<file path="config.mk">
export PLATFORM = sky130hd
export DESIGN_NAME = second_stage
export DESIGN_NICKNAME = d
export VERILOG_FILES = /design/src/rtl/clock_pkg.sv /design/src/rtl/tick_prescaler.sv /design/src/rtl/second_stage.sv
export SDC_FILE = /design/constraint.sdc
export NUM_CORES = 1
export LEC_CHECK = 0
export CORE_ASPECT_RATIO = 0.75
export CORE_UTILIZATION = 35
export DETAILED_ROUTE_END_ITERATION = 16
export HOLD_SLACK_MARGIN = 0.12
export SYNTH_ARGS = -nofsm -noshare
export SYNTH_HDL_FRONTEND = slang
export SYNTH_SLANG_ARGS = --single-unit
</file>
<file path="constraint.sdc">
create_clock -name CLK -period 1.7 [get_ports CLK]
set_input_delay 0.425 -clock CLK [delete_from_list [all_inputs] [get_ports CLK]]
set_output_delay 0.425 -clock CLK [all_outputs]
set_load 0.05 [all_outputs]
</file>
<file path="src/rtl/clock_pkg.sv">
// Shared constants for the chess-clock time chain: digit widths, digit
// limits and the default prescaler divide ratio.
package clock_pkg;

    // Width of one BCD digit
    localparam int BCD_W = 4;

    // Largest legal value of each seconds digit; the minute stage reuses these
    localparam logic [BCD_W-1:0] SEC_UNITS_MAX = 4'd9;
    localparam logic [BCD_W-1:0] SEC_TENS_MAX  = 4'd5;

    // System clock cycles per one-second tick
    localparam int TICK_DIV_DEFAULT = 50_000_000;

    // Limit a preset digit to its maximum so that out-of-range BCD states
    // can never be entered
    function automatic logic [BCD_W-1:0] clamp_digit(
        input logic [BCD_W-1:0] value,
        input logic [BCD_W-1:0] max_value
    );
        return (value > max_value) ? max_value : value;
    endfunction

endpackage

</file>
<file path="src/rtl/tick_prescaler.sv">
// Free-running divider that produces one raw tick per TICK_DIV enabled
// cycles. The count holds while CE is low, so a paused player resumes the
// partial second instead of starting over.
module tick_prescaler #(
    parameter int TICK_DIV = 50_000_000
) (
    input  logic CLK,
    input  logic CLR,
    input  logic CE,
    input  logic SYNC_CLR,
    output logic TICK_RAW
);

    localparam int CNT_W = (TICK_DIV > 1) ? $clog2(TICK_DIV) : 1;
    localparam logic [CNT_W-1:0] TERM = CNT_W'(TICK_DIV - 1);

    logic [CNT_W-1:0] cnt_q;
    logic [CNT_W-1:0] cnt_d;
    logic             at_term;

    assign at_term  = (cnt_q == TERM);
    // Raw tick is combinational so the digit logic can act on the same edge
    assign TICK_RAW = at_term & CE;

    // Next-count computation: clear, hold on pause, or advance with wrap
    always_comb begin
        cnt_d = cnt_q;
        if (SYNC_CLR) begin
            cnt_d = '0;
        end else if (CE) begin
            if (at_term) begin
                cnt_d = '0;
            end else begin
                cnt_d = cnt_q + 1'b1;
            end
        end
    end

    // Prescaler register with synchronous clear
    always_ff @(posedge CLK) begin
        if (CLR) begin
            cnt_q <= '0;
        end else begin
            cnt_q <= cnt_d;
        end
    end

endmodule

</file>
<file path="src/rtl/second_stage.sv">
// Seconds stage of the chess-clock time chain: BCD seconds 00-59 advanced
// by the prescaler tick, with registered TICK and MIN_IMPULSE pulses that
// line up with the new digit values.
module second_stage
    import clock_pkg::*;
#(
    parameter int TICK_DIV = TICK_DIV_DEFAULT
) (
    input  logic             CLK,
    input  logic             CLR,
    input  logic             CE,
    input  logic             LOAD,
    input  logic [BCD_W-1:0] LOAD_TENS,
    input  logic [BCD_W-1:0] LOAD_UNITS,
    output logic [BCD_W-1:0] TENS,
    output logic [BCD_W-1:0] UNITS,
    output logic             TICK,
    output logic             MIN_IMPULSE
);

    logic             tick_raw;
    logic             sec_event;
    logic             units_at_max;
    logic             tens_at_max;

    logic [BCD_W-1:0] tens_q,  tens_d;
    logic [BCD_W-1:0] units_q, units_d;
    logic             tick_q,  tick_d;
    logic             min_q,   min_d;

    tick_prescaler #(
        .TICK_DIV (TICK_DIV)
    ) u_prescaler (
        .CLK      (CLK),
        .CLR      (CLR),
        .CE       (CE),
        .SYNC_CLR (LOAD),
        .TICK_RAW (tick_raw)
    );

    // A load on the terminal-count cycle swallows the second event; a
    // coincident CLR is handled by the register reset below
    assign sec_event    = tick_raw & ~LOAD;
    assign units_at_max = (units_q == SEC_UNITS_MAX);
    assign tens_at_max  = (tens_q  == SEC_TENS_MAX);

    // Digit advance, preset clamping and pulse generation
    always_comb begin
        tens_d  = tens_q;
        units_d = units_q;
        tick_d  = 1'b0;
        min_d   = 1'b0;
        if (LOAD) begin
            tens_d  = clamp_digit(LOAD_TENS,  SEC_TENS_MAX);
            units_d = clamp_digit(LOAD_UNITS, SEC_UNITS_MAX);
        end else if (sec_event) begin
            tick_d = 1'b1;
            if (!units_at_max) begin
                units_d = units_q + 1'b1;
            end else if (!tens_at_max) begin
                units_d = '0;
                tens_d  = tens_q + 1'b1;
            end else begin
                units_d = '0;
                tens_d  = '0;
                min_d   = 1'b1;
            end
        end
    end

    // State and output registers with synchronous clear
    always_ff @(posedge CLK) begin
        if (CLR) begin
            tens_q  <= '0;
            units_q <= '0;
            tick_q  <= 1'b0;
            min_q   <= 1'b0;
        end else begin
            tens_q  <= tens_d;
            units_q <= units_d;
            tick_q  <= tick_d;
            min_q   <= min_d;
        end
    end

    assign TENS        = tens_q;
    assign UNITS       = units_q;
    assign TICK        = tick_q;
    assign MIN_IMPULSE = min_q;

endmodule

</file>
== Yosys cells after proc, flatten, opt, wreduce, memory -nomap -nowiden ==
Cells that the tools add are included.
Operators by class
  add/subtract/negate cells: 3
  $lt $le $gt $ge: 2
  eq/ne operators: 3
  muxes and demuxes: 12
  bitwise logic cells: 5
  reduce and logical (&&, ||, !) cells: 5
Operator list (number)
  4-bit 2-to-1 mux: 9
  26-bit by 1-bit adder with 26-bit output (second input constant): 1
  26-bit equality test (second input constant): 1
  26-bit 2-to-1 mux: 1
  4-bit by 1-bit adder with 4-bit output (second input constant): 2
  4-bit by 3-bit equality test with 1-bit output (second input constant): 1
  4-bit equality test (second input constant): 1
  4-bit by 3-bit greater-than comparator with 1-bit output (second input constant): 1
  4-bit greater-than comparator (second input constant): 1
  2-bit nonzero test: 2
  4-bit OR reduction: 1
  1-bit inverter: 3
  1-bit AND: 2
  1-bit 2-to-1 mux: 2
  2-bit AND reduction: 1
  2-bit OR reduction: 1
Word-level totals
  register bits: 36
  logic and storage cells: 35
  output and inout bits: 10
  input bits: 12

== Logic depth before layout (Yosys ltp) ==
Gate-level depths: netlist of run 1.
  depth in word-level cells: 5
  depth in mapped cells: 8
  gate-level depth less buffers: 6

== Hierarchy ==
A second synthesis of run 1 with hierarchy kept.
Second synthesis, totals
  cells, all modules: 206
  area, all modules: 1850.5 um2
Modules (own cells, without submodules)
  tick_prescaler: area an instance 1295.0 um2, sequential area each 520.5 um2, cells each 144, times used 1
  second_stage: area an instance 555.5 um2, sequential area each 200.2 um2, cells each 62, times used 1

== Worst setup path after synthesis of run 1 ==
Ideal clock, no wire load.
  path kind: register to register
  from: register units_q[3] (netlist: UNITS[3])
  to: register tens_q[1] (netlist: TENS[1])
  stages on the path, launching flop included: 6
  data arrival time: 1.805 ns
  library setup time: 0.070 ns
  path slack: -0.175 ns
  required time: 1.630 ns
  buffers on the path: 0
  clock period less this slack: 1.875 ns
  cell sequence: dfxtp_1 > nand2b_1 > nand3b_1 > or3_4 > or3_1 > a21oi_1
On the way
  cells in the longest elaborated chain, start to end: 3
Ends and longest elaborated chain
  start, declared: line second_stage.sv:27  | logic [BCD_W-1:0] units_q, units_d;
  start signal, assigned: line second_stage.sv:80  | units_q <= units_d;
  4-bit equality test: line second_stage.sv:44  | assign units_at_max = (units_q == SEC_UNITS_MAX);
  2-bit nonzero test (no line)
  2-bit AND reduction (no line)
  end signal, assigned: line second_stage.sv:79  | tens_q <= tens_d;
  end, declared: line second_stage.sv:26  | logic [BCD_W-1:0] tens_q, tens_d;
Every way passes these cells.
A chain may end at the register's enable or synchronous reset.

== Worst setup path after layout of run 1 ==
  from: register u_prescaler.cnt_q[18]
  to: register tens_q[1] (netlist: TENS[1])
On the way
  cells in the longest elaborated chain, start to end: 5
Ends and longest elaborated chain
  start, declared: line tick_prescaler.sv:17  | logic [CNT_W-1:0] cnt_q;
  start signal, assigned: line tick_prescaler.sv:44  | cnt_q <= cnt_d;
  26-bit equality test: line tick_prescaler.sv:21  | assign at_term = (cnt_q == TERM);
  1-bit AND: line tick_prescaler.sv:23  | assign TICK_RAW = at_term & CE;
  1-bit AND: line second_stage.sv:43  | assign sec_event = tick_raw & ~LOAD;
  2-bit nonzero test (no line)
  2-bit AND reduction (no line)
Every way passes these cells.

==> results.toml, run 1 <==
[status]
outcome = "complete, but fails checks"
violations = "DRC, setup timing"

[global_route]
grt_usage = 0.154
grt-ovfl-total = 0
grt_pass1_wl_microns = 6570
antenna_found_initial = 0
grt_pass1_vias = 1467
grt_max_degree = 27

[pwr]
power_per_cell_area_nw_per_um2 = 655
p_leak_nw = 1.04
p_int_w = 0.00141
ir_drop_mv = 0.523
power.switching_w = 0.000450
power_w = 0.00185
switching_share = 0.242
pwr-share-comb = 0.127
pwr-share-clk = 0.401
seqPwrFrac = 0.472

[yosys]
yosysTopAreaCellShare = 0.403
ys_top_cells_by_area = "dfxtp_1 40%, xor2_1 7.8%, nor2_1 6.7%"
synth_top_area_cell = "dfxtp_1"
synth_compound_area_frac = 0.0686
synth_top_family_by_area = "simple AND/OR/NAND/NOR gates"
synth_warnings = 0
synth.avg_cell_area_sq_um = 8.90
syn-instance-count = 201
synth_area_sq_um = 1790
synth_simple_gate_area_frac = 0.347
synth.distinct_cells = 41
syn-num-nets = 214
synth.ff_latch_count = 36
synthAdderAreaFrac = 0.00700
synth_xor_area_frac = 0.137
muxShareOfSynthArea = 0.00560
ys_seq_area_frac = 0.403

[setup_path]
timing_worst_setup_path_type = "flop to flop"
cp.arrival_ps = 1970
cp_cell_sequence = "nor4b_4 -> nand4_4 -> or3_4 -> or3_1 -> a21oi_1"
cpPeakStageDelay_ps = 390
critPathBufInv = 0
crit_family = "simple AND/OR/NAND/NOR gates"
critPathCaptureType = "flop"
start_kind = "flop"
cpMaxStageDelayCell = "or3_4"
cp.required_ps = 1930
worstPathMaxFanout = 4

[clocking]
clkLatencyLatePin_ps = 290
clock-sinks = 36
cts_root_buffer = "clkbuf_8"
numCtsBuffers = 5
cts_tree = "yes"
ctsHtreeMaxLevel = 2
path_clk_slew_ps = 70
postCtsHoldBufs = 0
clock_path_buffers = 2

[floorplan]
io-pin-count = 22
die_w_microns = 84.5
rows = 22
start_util = 0.365
die-area_sq_um = 5400
dieHeight_microns = 63.9
core_area_sq_um = 4900

[sta]
setup_slack_ps = -40.1
rsz0062_at_grt = "yes"
fin_crit_sh = 1.02
hold_violations = 0
tightest_slew_ps = 426
fin_hold_ws_ps = 540
max_freq_ghz = 0.575
fin_skew_ps = 5.40
drv_slew = 0
setup_viol = 3
min_period_ps = 1740
relSlewSlack = 0.715

[route]
wl_microns = 4310
drc = 6
vias = 1608
viasPerCell = 4.90
dr.first_iter.drc_count = 52
wire_per_inst_microns = 13.1
ant_nets = 0
drtPass1Iterations = 12

[placed_design]
dpl.cell_count = 315
gp_congestion = 0.771
place_hpwl_microns = 2830
portBuffers = 21

[layout]
synthToLayoutAreaGrowth_pct = 58.4
antenna_cells = 0
final_nets = 280
drive_gt1_frac = 0.429
stdcell_count = 328
fillCellCount = 434

[min_path]
hp-class = "flop to flop"

[flow_run]
drv_cap = 0
[flip-flops by register name (all words and copies together) (netlist names)]
| name | count |
|---|---|
| u_prescaler.cnt_q | 26 |
| TENS | 4 |
| UNITS | 4 |
| MIN_IMPULSE | 1 |
| TICK | 1 |
[power groups by stage]
stage | clock network (W) | registers [W] | logic [W]
floorplan | 0 | 0.000931 | 0.0000528
global placement | 0 | 0.000895 | 0.000194
detailed placement | 0 | 0.000895 | 0.000193
CTS | 0.000760 | 0.000875 | 0.000194
global route | 0.000793 | 0.000876 | 0.000251
finish | 0.000744 | 0.000875 | 0.000236
[worst reg2reg max path, cell delays in order (launching register included)]
cell and delay (ps):
dfxtp_2 340, nor4b_4 380, nand4_4 150, or3_4 390, or3_1 310, a21oi_1 120
[cell usage in the layout, fill, tap and decap left out, drive strengths merged, types with 2 or more instances in the layout]
cell / netlist / routed
nand4: 9 / 9
a211oi: 4 / 4
nand2b: 3 / 3
a31oi: 2 / 2
xnor2: 12 / 12
nor2b: 2 / 2
nor4: 3 / 3
nor4b: 4 / 4
nand3b: 2 / 2
a21oi: 5 / 5
o21ai: 3 / 3
inv: 7 / 7
a21o: 2 / 2
or3: 2 / 2
nor2: 32 / 32
or2: 3 / 3
nand2: 15 / 15
nor3: 6 / 6
clkdlybuf4s50: 0 / 10
nand3: 7 / 7
and2: 4 / 4
dfxtp: 36 / 36
and4bb: 2 / 2
xor2: 16 / 16
and4: 4 / 4
clkbuf: 1 / 8
and3: 4 / 4
buf: 5 / 52
[per-stage QoR]
step / worst slack, ps / util / setup TNS [ps] / instance area (sq um)
4_1_cts: -46.1 / 0.523 / -81.8 / 2560
3_3_place_gp: -418 / 0.495 / -11090 / 2420
3_5_place_dp: -444 / 0.495 / -11850 / 2420
5_1_grt: -131 / 0.578 / -894 / 2830
6_report: -40.1 / 0.578 / -69.4 / 2830
2_1_floorplan: -21.3 / - / -21.3 / 1820
[cell usage after synthesis (all sizes together)]
cell type and number:
a21o 2, nand3b 2, nor4b 4, o21ai 3, or3 2, mux2i 1
nor2 32, and4b 1, ha 1, a31oi 2, nor3 6, a211oi 4
and3 4, or2 3, a311oi 1, nand3 7, nand2b 3, o31ai 1
a221oi 1, xor2 16, and4bb 2, nand4 9, xnor2 12, dfxtp 36
and4 4, and2 4, inv 7, a21oi 5, buf 5, nor4 3
clkbuf 1, nand2 15, nor2b 2
[cell families (layout without fill, tap and decap cells)]
kind of cell | count (synthesis) | after routing
AND/OR/NAND/NOR | 103 | 103
flip-flops | 36 | 36
XOR/XNOR | 28 | 28
AO/OA/AOI/OAI | 19 | 19
buffers and inverters | 13 | 80
adder cells (fa/ha/maj) | 1 | 1
multiplexers | 1 | 1
[per-layer routing]
metal / share of wire / vias to the layer above / GRT usage / wire, microns
met4: 0.0097 / 0 / 0.0445 / 42
met3: 0.041 / 8 / 0.0426 / 177
met5: 0 / - / 0 / 0
met1: 0.50 / 752 / 0.210 / 2170
li1: - / 826 / - / -
met2: 0.45 / 22 / 0.236 / 1920
[worst paths after layout]
path | depth (start not counted) | from | slack [ps] | end
hold reg to reg | 2 | UNITS[3]$_SDFFE_PP0P_ | 540 | UNITS[3]$_SDFFE_PP0P_
setup reg to reg | 5 | u_prescaler.cnt_q[18]$_SDFFE_PP0P_ | -40 | TENS[1]$_SDFFE_PP0P_
hold / removal | 2 | UNITS[3]$_SDFFE_PP0P_ | 540 | UNITS[3]$_SDFFE_PP0P_
setup / recovery | 5 | u_prescaler.cnt_q[18]$_SDFFE_PP0P_ | -40 | TENS[1]$_SDFFE_PP0P_
[cell type report]
| type | instances | area, sq um | share of cell area |
|---|---|---|---|
| Clock inverter | 2 | 35.0 | 0.0124 |
| Inverter | 7 | 26.3 | 0.00928 |
| Clock buffer | 6 | 72.6 | 0.0256 |
| Sequential cell | 36 | 733 | 0.259 |
| Tap cell | 60 | 75.1 | 0.0265 |
| Multi-Input combinational cell | 152 | 1240 | 0.440 |
| Timing Repair Buffer | 65 | 644 | 0.228 |
[timing repair]
action | in CTS | in global routing
setup buffers | 2 | 0
cloned | 0 | 3
gates resized for setup | 7 | 51
pin swaps | 7 | 21
endpoints found under the setup margin | 33 | 34
No activity file was read; power rests on OpenSTA's default activity.
==> run 2: changes to the inputs <==
Settings changed: SYNTH_HIERARCHICAL set to 1.
==> run 2 against run 1 <==
Compared with the run above:
- the flow finishes with violations (setup timing)
- fmax is 4.1% lower
- final cell count is 6.4% higher
- register-to-register slack worse by 70 ps
- non-clock buffer count is 8 higher
- via count is 12% higher
- flip-flop and latch count stayed put
- cell area is 1.9% higher
- sequential power is 0.6% higher
- power is 7.3% lower
- routed wire length is 18% higher
- critical endpoint is now UNITS[3]$_SDFFE_PP0P_
==> results.toml, run 2 <==
[status]
outcome = "complete, but fails checks"
violations = "setup timing"

[sta]
tightest_slew_ps = 452
relSlewSlack = 0.691
fin_crit_sh = 1.07
setup_slack_ps = -114
hold_violations = 0
setup_viol = 19
fin_skew_ps = 8.35
min_period_ps = 1810
drv_slew = 0
rsz0062_at_grt = "yes"
max_freq_ghz = 0.551
fin_hold_ws_ps = 484

[pwr]
p_leak_nw = 1.07
power_w = 0.00172
ir_drop_mv = 0.370
power_per_cell_area_nw_per_um2 = 596

[yosys]
synth.ff_latch_count = 36
synth_xor_area_frac = 0.0805
syn-num-nets = 220
ys_seq_area_frac = 0.389
synth_top_area_cell = "dfxtp_1"
synth.most_common_cell = "dfxtp_1"
synth_top_family_by_area = "simple AND/OR/NAND/NOR gates"
syn-instance-count = 206
synth_warnings = 6
synth_edf_count = 0
synth.distinct_cells = 46
async_flop_share = 0
synth_simple_gate_area_frac = 0.301
synthAdderAreaFrac = 0.0135
synth_flop_cell = "dfxtp_1"
synth_common_cells = "36 x dfxtp_1, 20 x nor2_1, 15 x a21oi_1, 11 x nand3_1"
yosysTopAreaCellShare = 0.389
synth_compound_area_frac = 0.163
synth.avg_cell_area_sq_um = 8.98
synth_area_sq_um = 1850
ys_top_cells_by_area = "dfxtp_1 39%, xor2_1 4.3%, a21oi_1 4.1%"
muxShareOfSynthArea = 0.00541

[setup_path]
critical_path_cell_count = 7
critPathBufInv = 0
cpMaxStageDelayCell = "dfxtp_2"
cp.required_ps = 1870
r2r_start = "u_prescaler/cnt_q[24]$_SDFFE_PP0P_"
reg2reg_slack_ps = -110
cp.arrival_ps = 1980
rr_worst_depth = 7
worstPathMaxFanout = 5
cpPeakStageDelay_ps = 350
crit_family = "simple AND/OR/NAND/NOR gates"
critPathCaptureType = "flop"
endpoint = "UNITS[3]$_SDFFE_PP0P_"
cp-startpoint = "u_prescaler/cnt_q[24]$_SDFFE_PP0P_"
start_kind = "flop"
r2r_end = "UNITS[3]$_SDFFE_PP0P_"
timing_worst_setup_path_type = "flop to flop"
cp_cell_sequence = "nor4b_4 -> nand4_1 -> nor2_4 -> nand2_2 -> o21bai_1 -> a221oi_1 -> nor3_1"

[placed_design]
dp_slack_ps = -542
portBuffers = 21
place_hpwl_microns = 3340
post_dp_cell_area_sq_um = 2530
gp_congestion = 0.875

[route]
drc = 0
dr.first_iter.drc_count = 116
drtPass1Iterations = 5
viasPerCell = 5.17
wire_per_inst_microns = 14.6
wl_microns = 5110
vias = 1806
ant_nets = 0

[clocking]
numCtsBuffers = 5
cts_root_buffer = "clkbuf_8"
ctsHtreeMaxLevel = 2
clock_path_buffers = 2
clock-sinks = 36
clkLatencyLatePin_ps = 290
path_clk_slew_ps = 70
cts_tree = "yes"

[layout]
regMostFlops = "u_prescaler/cnt_q"
largest_reg_flops = 26
multiInputGateArea_sq_um = 1210
regArea_sq_um = 727
final_area_sq_um = 2890
antenna_cells = 0
layout_commonest_cell = "buf_4"
final_cell_mix = "47 x buf_4, 31 x dfxtp_1, 19 x nor2_1"
utilization = 0.579
drive_gt1_frac = 0.383
final_nets = 290
synthToLayoutAreaGrowth_pct = 55.9
fillCellCount = 431

[global_route]
grtUsageMet1 = 0.275
grt-busiest-layer = "met1"
grt_util_met2 = 0.242
grt_max_degree = 26
grt_usage = 0.182
grt_pass1_wl_microns = 7710
met3_usage = 0.0382
grt_pass1_vias = 1594
antenna_found_initial = 0
grt-ovfl-total = 0

[min_path]
hp-class = "flop to flop"

[floorplan]
io-pin-count = 22
die_w_microns = 86.0
core_area_sq_um = 4980
rows = 22
start_util = 0.371
die-area_sq_um = 5580
dieHeight_microns = 65.0

[flow_run]
drv_cap = 0
-- run 2: worst min-delay path by stage --
stage	startpoint	end	slack (ps)	cells past startpoint
after floorplan	u_prescaler/cnt_q[25]$_SDFFE_PP0P_	u_prescaler/cnt_q[25]$_SDFFE_PP0P_	450	2
final	u_prescaler/cnt_q[17]$_SDFFE_PP0P_	u_prescaler/cnt_q[17]$_SDFFE_PP0P_	480	2
after global placement	u_prescaler/cnt_q[17]$_SDFFE_PP0P_	u_prescaler/cnt_q[17]$_SDFFE_PP0P_	460	2
after detailed placement	u_prescaler/cnt_q[17]$_SDFFE_PP0P_	u_prescaler/cnt_q[17]$_SDFFE_PP0P_	470	2
after global routing	u_prescaler/cnt_q[17]$_SDFFE_PP0P_	u_prescaler/cnt_q[17]$_SDFFE_PP0P_	520	2
after CTS	u_prescaler/cnt_q[17]$_SDFFE_PP0P_	u_prescaler/cnt_q[17]$_SDFFE_PP0P_	480	2
-- run 2: report_power, final --
part | leakage [nW] | switching (W) | internal [W]
Combinational | 0.726 | 0.0000979 | 0.000112
Sequential | 0.294 | 0.0000253 | 0.000855
Clock | 0.0455 | 0.000299 | 0.000330
-- run 2: per-layer routing --
metal  part of all wire  vias to the layer above
li1                   -                      915
met1               0.54                      864
met2               0.42                       20
met3              0.023                        7
met4              0.013                        0
met5                  0                        -
-- run 2: through the flow --
step,std cells,TNS (ps)
finish,349,-509
global placement,332,-12920
CTS,347,-170
floorplan,206,-175
detailed placement,332,-13660
global route,349,-2740
-- run 2: tightest hold or removal path, delay by kind of cell (launching register included) --
family	cells	cell delay, ps
flops	1	320
compound gates	2	120
-- run 2: cell families (layout without fill, tap and decap cells) --
| logic type | after synthesis | in the layout |
|---|---|---|
| flops | 36 | 36 |
| simple gates | 88 | 89 |
| compound gates | 45 | 45 |
| buf+inv | 17 | 87 |
| fa+ha+maj | 2 | 2 |
| xor+xnor | 17 | 17 |
| mux | 1 | 1 |
-- run 2: area by class of cell --
type	instances	share of cell area
clock buffers	8	0.0312
multi-input cells	154	0.419
flip-flops and latches	36	0.252
repair buffers	73	0.258
inverters	6	0.00781
well taps	72	0.0312
-- run 2: timing repair --
item / in CTS / in global routing
pin swaps: 11 / 14
hold buffers: 0 / 0
resized for setup: 15 / 22
setup endpoints to repair: 34 / 24
cloned: 1 / 2
buffers inserted: 6 / 2
==> run 3: changes to the inputs <==
Settings changed: PLACE_DENSITY set to 0.59.
==> run 3 against run 2 <==
Compared with the run above:
- the flow still finishes with violations (setup timing)
- final cell count down 1.1%
- sequential power about the same
- power up 5.9%
- clock power up 18%
- largest power group unchanged
- routed wire length down 6.3%
- count of clock-buffer cells in the layout down 2
- clock skew about the same
- critical path type unchanged
- critical path depth up 1
- combinational power down 8%
- register-to-register slack about the same
==> results.toml, run 3 (synthesis gave the netlist of run 2 again) <==
[global_route]
grt-ovfl-total = 0
antenna_found_initial = 0
grt_pass1_wl_microns = 7560
grt_pass1_vias = 1576
grt_max_degree = 26
grt_usage = 0.174

[flow_run]
drv_cap = 0

[sta]
max_freq_ghz = 0.553
fin_skew_ps = 8.58
fin_hold_ws_ps = 494
drv_slew = 0
setup_slack_ps = -108
relSlewSlack = 0.615
fin_crit_sh = 1.06
setup_viol = 7
rsz0062_at_grt = "yes"
min_period_ps = 1810
hold_violations = 0
tightest_slew_ps = 577

[layout]
utilization = 0.566
regMostFlops = "u_prescaler/cnt_q"
fillCellCount = 464
final_cell_mix = "47 x buf_4, 29 x dfxtp_1, 19 x nor2_1"
synthToLayoutAreaGrowth_pct = 52.3
antenna_cells = 0
final_area_sq_um = 2820
largest_reg_flops = 26
stdcell_count = 345
layout_commonest_cell = "buf_4"
drive_gt1_frac = 0.403
final_nets = 286

[status]
outcome = "complete, but fails checks"
violations = "setup timing"

[floorplan]
dieHeight_microns = 65.0
core_area_sq_um = 4980
start_util = 0.371
rows = 22
io-pin-count = 22
die-area_sq_um = 5580
die_w_microns = 86.0

[clocking]
numCtsBuffers = 5
clock-sinks = 36
postCtsHoldBufs = 0
cts_tree = "yes"
clock_path_buffers = 2
ctsHtreeMaxLevel = 2
clkLatencyLatePin_ps = 290
cts_root_buffer = "clkbuf_8"
path_clk_slew_ps = 80

[placed_design]
post_dp_cell_area_sq_um = 2510
portBuffers = 21
place_hpwl_microns = 3370
dpl.cell_count = 329
gp_congestion = 0.844

[route]
wire_per_inst_microns = 13.9
drc = 0
wl_microns = 4790
ant_nets = 0
viasPerCell = 5.24
drtPass1Iterations = 4
dr.first_iter.drc_count = 56
vias = 1809

[setup_path]
worstPathMaxFanout = 5
start_kind = "flop"
cp.arrival_ps = 1990
critPathCaptureType = "flop"
cp.required_ps = 1880
timing_worst_setup_path_type = "flop to flop"
reg2reg_slack_ps = -110

[min_path]
hp-class = "flop to flop"

[pwr]
power_w = 0.00182
power_per_cell_area_nw_per_um2 = 646
ir_drop_mv = 0.498
p_leak_nw = 1.02
-- run 3: cell type report --
cell class / instances / area, sq um / area share
well taps: 72 / 90.1 / 0.0320
clock buffers: 6 / 72.6 / 0.0257
repair buffers: 69 / 664 / 0.236
inverters: 6 / 22.5 / 0.00799
clock inverters: 2 / 35.0 / 0.0124
flip-flops and latches: 36 / 729 / 0.259
multi-input cells: 154 / 1200 / 0.427
-- run 3: metal layers --
| layer | track usage | share of wire | wire length [microns] |
|---|---|---|---|
| met1 | 0.262 | 0.51 | 2460 |
| met2 | 0.242 | 0.43 | 2050 |
| met3 | 0.0420 | 0.050 | 237 |
| met4 | 0.0500 | 0.0075 | 36 |
| met5 | 0 | 0 | 0 |
-- run 3: worst paths after layout --
kind | from | endpoint | cells past startpoint
worst max-delay path | u_prescaler/cnt_q[8]$_SDFFE_PP0P_ | UNITS[2]$_SDFFE_PP0P_ | 8
worst min-delay path | u_prescaler/cnt_q[22]$_SDFFE_PP0P_ | u_prescaler/cnt_q[22]$_SDFFE_PP0P_ | 2
worst max register to register | u_prescaler/cnt_q[8]$_SDFFE_PP0P_ | UNITS[2]$_SDFFE_PP0P_ | 8
worst min register to register | u_prescaler/cnt_q[22]$_SDFFE_PP0P_ | u_prescaler/cnt_q[22]$_SDFFE_PP0P_ | 2
-- run 3: what timing repair did --
item / 4_1_cts / 5_1_grt
cloned: 0 / 1
setup endpoints to repair: 31 / 18
resized for setup: 8 / 28
setup buffers: 2 / 5
pin swaps: 5 / 18
-- run 3: power breakdown --
part / leakage, nW / switching [W] / internal [W]
clock: 0.0552 / 0.000308 / 0.000435
combinational: 0.673 / 0.0000932 / 0.000101
sequential: 0.295 / 0.0000281 / 0.000855
total: 1.02 / 0.000429 / 0.00139
-- run 3: stage by stage --
stage | TNS (ps) | setup WS [ps]
finish | -384 | -108
global route | -1310 | -196
CTS | -222 | -88.0
detailed placement | -12680 | -484
global placement | -12160 | -482
floorplan | -175 | -69.0
-- run 3: critical path: stages, from the launching register on --
cell and delay (ps):
dfxtp_2 330, nor4b_2 270, nand4_1 230, nor2_4 240
buf_4 150, nand3_2 90, xnor2_2 200, a2bb2oi_2 140
nor2_1 50
